===== src/rtl/mips_pc_sequencer.sv =====
// PC and fetch sequencer: one-delay-slot branch redirect, link value, halt detection.
// Optional fetch counter enabled by defining MIPS_PC_INSTR_COUNT_EN.
module mips_pc_sequencer #(
  parameter logic [31:0] RESET_VECTOR = 32'hBFC00000,
  parameter logic [31:0] HALT_ADDRESS = 32'h00000000
) (
  input  logic        clk,
  input  logic        reset,
  input  logic        clk_enable,
  input  logic        redirect_valid,
  input  logic [31:0] redirect_target,
  output logic [31:0] instr_address,
  output logic [31:0] link_address,
  output logic        in_delay_slot,
  output logic        active,
  output logic        addr_fault,
  output logic        slot_fault,
  output logic [31:0] instr_count
);

  typedef enum logic [1:0] {StRun, StSlot, StHalted} state_e;

  state_e      state_q, state_d;
  logic [31:0] pc_q, pc_d;
  logic [31:0] target_q, target_d;
  logic        addr_fault_q, addr_fault_d;
  logic        slot_fault_q, slot_fault_d;
  logic        step;

  assign step = clk_enable && (state_q != StHalted);

  always_comb begin
    state_d      = state_q;
    pc_d         = pc_q;
    target_d     = target_q;
    addr_fault_d = addr_fault_q;
    slot_fault_d = slot_fault_q;
    if (step) begin
      unique case (state_q)
        StRun: begin
          pc_d = pc_q + 32'd4;
          if (redirect_valid) begin
            target_d = {redirect_target[31:2], 2'b00};
            state_d  = StSlot;
            if (redirect_target[1:0] != 2'b00) addr_fault_d = 1'b1;
          end
        end
        StSlot: begin
          pc_d    = target_q;
          state_d = StRun;
          if (redirect_valid) slot_fault_d = 1'b1;
        end
        default: ;
      endcase
      // Landing on the halt address stops execution on this same edge.
      if (pc_d == HALT_ADDRESS) state_d = StHalted;
    end
  end

  always_ff @(posedge clk or negedge reset) begin
    if (!reset) begin
      state_q      <= StRun;
      pc_q         <= RESET_VECTOR;
      target_q     <= 32'd0;
      addr_fault_q <= 1'b0;
      slot_fault_q <= 1'b0;
    end else begin
      state_q      <= state_d;
      pc_q         <= pc_d;
      target_q     <= target_d;
      addr_fault_q <= addr_fault_d;
      slot_fault_q <= slot_fault_d;
    end
  end

`ifdef MIPS_PC_INSTR_COUNT_EN
  logic [31:0] count_q, count_d;

  always_comb begin
    count_d = count_q;
    if (step) count_d = count_q + 32'd1;
  end

  always_ff @(posedge clk or negedge reset) begin
    if (!reset) count_q <= 32'd0;
    else        count_q <= count_d;
  end

  assign instr_count = count_q;
`else
  assign instr_count = 32'd0;
`endif

  assign instr_address = pc_q;
  assign link_address  = pc_q + 32'd8;
  assign in_delay_slot = (state_q == StSlot);
  assign active        = (state_q != StHalted);
  assign addr_fault    = addr_fault_q;
  assign slot_fault    = slot_fault_q;

endmodule


===== config.mk =====
export PLATFORM = sky130hd
export DESIGN_NAME = mips_pc_sequencer
export DESIGN_NICKNAME = d
export VERILOG_FILES = /design/src/rtl/mips_pc_sequencer.sv
export SDC_FILE = /design/constraint.sdc
export NUM_CORES = 1
export LEC_CHECK = 0
export CORE_AREA = 2 2 141 109
export CTS_BUF_LIST = sky130_fd_sc_hd__clkbuf_2 sky130_fd_sc_hd__clkbuf_4 sky130_fd_sc_hd__clkbuf_8
export DETAILED_ROUTE_END_ITERATION = 8
export DIE_AREA = 0 0 143 111
export GPL_TIMING_DRIVEN = 0
export PLACE_DENSITY_LB_ADDON = 0.05
export SYNTH_ARGS = -nofsm -noshare
export SYNTH_HDL_FRONTEND = slang
export SYNTH_SLANG_ARGS = --single-unit

===== constraint.sdc =====
create_clock -name clk -period 5.1 [get_ports clk]
set_input_delay 1.02 -clock clk [delete_from_list [all_inputs] [get_ports clk]]
set_output_delay 1.02 -clock clk [all_outputs]
set_load 0.01 [all_outputs]

==> impl_metrics.xml <==
<?xml version="1.0" encoding="UTF-8"?>
<metrics>
  <group name="outcome">
    <metric name="status" unit="">completed</metric>
  </group>
  <group name="place">
    <metric name="dpl_cell_area" unit="µm²">6390</metric>
    <metric name="gp_congestion" unit="">0.925</metric>
    <metric name="port_buffers" unit="">103</metric>
    <metric name="place_worst_setup_slack" unit="ns">0.826</metric>
    <metric name="dp_hpwl" unit="mm">15.5</metric>
  </group>
  <group name="floorplanning">
    <metric name="floorplan_row_count" unit="">39</metric>
    <metric name="placeableCoreArea" unit="µm²">14700</metric>
    <metric name="design.die.area" unit="µm²">15900</metric>
    <metric name="die_width" unit="µm">143</metric>
    <metric name="ios" unit="">136</metric>
    <metric name="chipHeight" unit="µm">111</metric>
    <metric name="initial_core_util" unit="%">33.9</metric>
  </group>
  <group name="route">
    <metric name="routed_via_density" unit="">5.54</metric>
    <metric name="drt-pass1-iter-count" unit="">5</metric>
    <metric name="detailedRoute.firstIterationViolations" unit="">538</metric>
    <metric name="postRouteWirelength" unit="mm">20.6</metric>
    <metric name="drtAntennaViolNets" unit="">0</metric>
    <metric name="routed-via-count" unit="">5109</metric>
    <metric name="detail_route.wl_per_cell" unit="µm">22.4</metric>
    <metric name="detail_route.drc_violations" unit="">0</metric>
  </group>
  <group name="job">
    <metric name="drv.max_cap_violation_count" unit="">0</metric>
  </group>
  <group name="worst_setup_path">
    <metric name="critPathSlowestCell" unit="">sky130_fd_sc_hd__nor4_1</metric>
    <metric name="critPathCaptureType" unit="">output pin</metric>
    <metric name="worst-r2r-cell-count" unit="">9</metric>
    <metric name="path_cells" unit="">buf_2 -&gt; nand3_1 -&gt; nor4_1 -&gt; nand3_1 -&gt; nor2_1 -&gt; nand2_1 -&gt; xnor2_1 -&gt; clkdlybuf4s50_1</metric>
    <metric name="regToRegStartpoint" unit="">instr_address[2]$_DFFE_PN0P_</metric>
    <metric name="cell_family_contributing_the_most_delay_on_the_critical_path" unit="">simple AND/OR/NAND/NOR gates</metric>
    <metric name="worstReg2RegEnd" unit="">state_q[0]$_DFFE_PN0P_</metric>
    <metric name="arrival" unit="ns">3.71</metric>
    <metric name="critPathMaxStageDelay" unit="ns">0.98</metric>
    <metric name="crit_buf_inv" unit="">2</metric>
    <metric name="worst-setup-path-type" unit="">reg2out</metric>
    <metric name="crit_path_start_kind" unit="">flop</metric>
    <metric name="crit_path_max_fanout" unit="">10</metric>
    <metric name="ff2ff_setup_slack" unit="ns">1.62</metric>
    <metric name="worst-endpoint-required" unit="ns">4.08</metric>
    <metric name="path_common_cell" unit="">sky130_fd_sc_hd__nand3_1</metric>
  </group>
  <group name="power">
    <metric name="finalPower" unit="mW">3.16</metric>
    <metric name="share_clk_of_total_power" unit="%">15.1</metric>
    <metric name="worst_ir_drop_vdd" unit="mV">0.222</metric>
    <metric name="power.leakage" unit="nW">2.59</metric>
    <metric name="net_switching" unit="mW">1.40</metric>
    <metric name="pwr-share-seq" unit="%">29.5</metric>
    <metric name="powerDensity" unit="nW/µm²">479</metric>
    <metric name="swShare" unit="%">44.3</metric>
    <metric name="pwr-share-comb" unit="%">55.4</metric>
    <metric name="cell_internal_pwr" unit="mW">1.76</metric>
  </group>
  <group name="cts">
    <metric name="cts_tree" unit="">built</metric>
    <metric name="clock_tree.root_cell" unit="">sky130_fd_sc_hd__clkbuf_8</metric>
    <metric name="cts_hold_repair.buffers" unit="">0</metric>
    <metric name="max-clock-path-buffers" unit="">2</metric>
    <metric name="tritoncts_num_sinks" unit="">66</metric>
    <metric name="clkSlewWorstSetupHoldPaths" unit="ns">0.09</metric>
    <metric name="clk-insertion-delay-late" unit="ns">0.38</metric>
    <metric name="cts.htree.levels" unit="">3</metric>
    <metric name="cts-buffers-inserted" unit="">9</metric>
    <metric name="post-cts-setup-buffers" unit="">0</metric>
    <metric name="post_cts_resize_count" unit="">0</metric>
  </group>
  <group name="timing">
    <metric name="setup_violations" unit="">0</metric>
    <metric name="fmaxAchievable" unit="GHz">0.212</metric>
    <metric name="grt_setup_unrepaired" unit="">false</metric>
    <metric name="slew_headroom" unit="%">25.5</metric>
    <metric name="final_period_util" unit="%">92.7</metric>
    <metric name="slew_at_the_pin_closest_to_its_max_slew_limit" unit="ns">1.11</metric>
    <metric name="setup_total_negative_slack" unit="ns">0</metric>
    <metric name="report.final.slew_viol_count" unit="">0</metric>
    <metric name="final_critical_path_setup_slack" unit="ns">0.373</metric>
    <metric name="clock-skew-final" unit="ns">0.0223</metric>
    <metric name="final.min_clock_period" unit="ns">4.73</metric>
    <metric name="final_hold_fails" unit="">0</metric>
  </group>
  <group name="hold_path">
    <metric name="holdCritPathClass" unit="">reg2reg</metric>
    <metric name="hold_path_startpoint" unit="">slot_fault$_DFFE_PN0P_</metric>
    <metric name="hold_depth" unit="">1</metric>
    <metric name="hold_path_end" unit="">slot_fault$_DFFE_PN0P_</metric>
  </group>
  <group name="yosys">
    <metric name="synth.cell_area" unit="µm²">4990</metric>
    <metric name="synth-seq-area-share" unit="%">33.4</metric>
    <metric name="syn_inst" unit="">567</metric>
    <metric name="synth.ff_latch_count" unit="">66</metric>
    <metric name="synth-async-reset-ratio" unit="%">100</metric>
    <metric name="synth.avg_cell_area" unit="µm²">8.79</metric>
    <metric name="synth_cell_type_count" unit="">73</metric>
    <metric name="synth_edf_count" unit="">0</metric>
    <metric name="yosys_most_used_dff" unit="">sky130_fd_sc_hd__dfrtp_1</metric>
    <metric name="synth.yosys.warnings" unit="">0</metric>
  </group>
  <group name="final_layout">
    <metric name="final_nets" unit="">750</metric>
    <metric name="utilization" unit="%">44.8</metric>
    <metric name="insertedDiodeCount" unit="">0</metric>
    <metric name="area_delta_synth_final" unit="%">32.1</metric>
    <metric name="fraction_of_layout_cells_with_a_size_suffix_above_1" unit="%">20.1</metric>
    <metric name="layout_commonest_cell" unit="">sky130_fd_sc_hd__clkdlybuf4s50_1</metric>
    <metric name="layout.cell_area.non_filler" unit="µm²">6590</metric>
    <metric name="layout_common_cells" unit="">sky130_fd_sc_hd__clkdlybuf4s50_1, sky130_fd_sc_hd__dfrtp_1, sky130_fd_sc_hd__mux2_2</metric>
  </group>
  <group name="grt">
    <metric name="via_count_of_the_first_global_routing_pass" unit="">4986</metric>
    <metric name="grt_remaining_overflow" unit="">0</metric>
    <metric name="grt_max_degree" unit="">67</metric>
    <metric name="gr-usage-all-layers" unit="%">26.5</metric>
    <metric name="first_pass_grt_wire_length" unit="mm">31.1</metric>
    <metric name="grt_antenna_before_repair" unit="">0</metric>
  </group>
</metrics>
worst register-to-register path: stages, from the launching register on:
cell and delay [ns]:
sky130_fd_sc_hd__dfrtp_1 0.57, sky130_fd_sc_hd__ha_1 0.37, sky130_fd_sc_hd__nand3_1 0.35, sky130_fd_sc_hd__nor4_4 0.66
sky130_fd_sc_hd__nand2_1 0.32, sky130_fd_sc_hd__a22o_1 0.32, sky130_fd_sc_hd__a221oi_1 0.35, sky130_fd_sc_hd__nand4b_1 0.16
sky130_fd_sc_hd__o21ai_1 0.16, sky130_fd_sc_hd__o211ai_1 0.11
stage by stage:
stage,instances,hold slack [ns]
2_1_floorplan,598,0.481
3_3_place_gp,906,0.451
3_5_place_dp,906,0.454
4_1_cts,922,0.471
5_1_grt,922,0.478
6_report,922,0.470
flip-flops by register name, summed over array words and instances, names as in the netlist:
signal and cells:
target_q 30, addr_fault 1, slot_fault 1, state_q 2
instr_address 32
area by class of cell:
class	count	area, µm²
Sequential cell	66	1660
Clock buffer	10	131
Multi-Input combinational cell	441	2930
Fill cell	1429	8100
Timing Repair Buffer	103	1030
Tap cell	205	256
Buffer	82	478
Clock inverter	6	67.6
Inverter	9	33.8
cells in the mapped netlist (all sizes together), types with 9 or more instances:
library cell | n | share of area, %
buf | 62 | 8.1
o21ai | 30 | 3.0
nand2 | 37 | 2.8
nand3 | 25 | 2.5
o22ai | 14 | 1.8
nor2 | 38 | 2.9
clkbuf | 20 | 1.5
a22oi | 12 | 1.8
mux2 | 44 | 9.9
xor2 | 13 | 2.3
xnor2 | 16 | 2.8
nor3 | 23 | 2.6
nand4 | 18 | 2.9
nor4 | 17 | 2.7
a21oi | 25 | 2.5
dfrtp | 57 | 29
dfstp | 9 | 4.7
how the worst max path moves through the flow:
stage | from | to | slack [ns] | depth (start not counted)
6_report | instr_address[5]$_DFFE_PN0P_ | link_address[28] | 0.37 | 8
2_1_floorplan | instr_address[5]$_DFFE_PN0P_ | link_address[24] | 2.05 | 7
4_1_cts | instr_address[5]$_DFFE_PN0P_ | link_address[28] | 0.38 | 8
3_3_place_gp | reset | target_q[3]$_DFFE_PN0P_ | 0.71 | 1
5_1_grt | instr_address[5]$_DFFE_PN0P_ | link_address[24] | 0.20 | 8
3_5_place_dp | instr_address[5]$_DFFE_PN0P_ | link_address[28] | 0.83 | 8
logic make-up after synthesis:
family,share of synthesized area [%]
buf+inv,10.3
flops,33.4
fa+ha+maj,0.502
simple gates,23.7
mux,11.1
compound gates,15.8
xor+xnor,5.09
other cells,0.0752
layer usage:
layer	GRT usage [%]	share of wire [%]	wire length [µm]
met1	38.9	47	9690
met2	39.1	43	8820
met3	6.31	8.6	1780
met4	6.14	1.6	320
met5	0	0	0
power by group through the flow:
stage	Clock (mW)	Sequential (mW)	Combinational, mW
after global routing	0.511	0.962	1.87
final	0.476	0.933	1.75
after floorplan	0	0.902	0.945
after global placement	0	0.931	1.72
after detailed placement	0	0.940	1.72
after CTS	0.489	0.931	1.73
No activity file was read; power rests on OpenSTA's default activity.
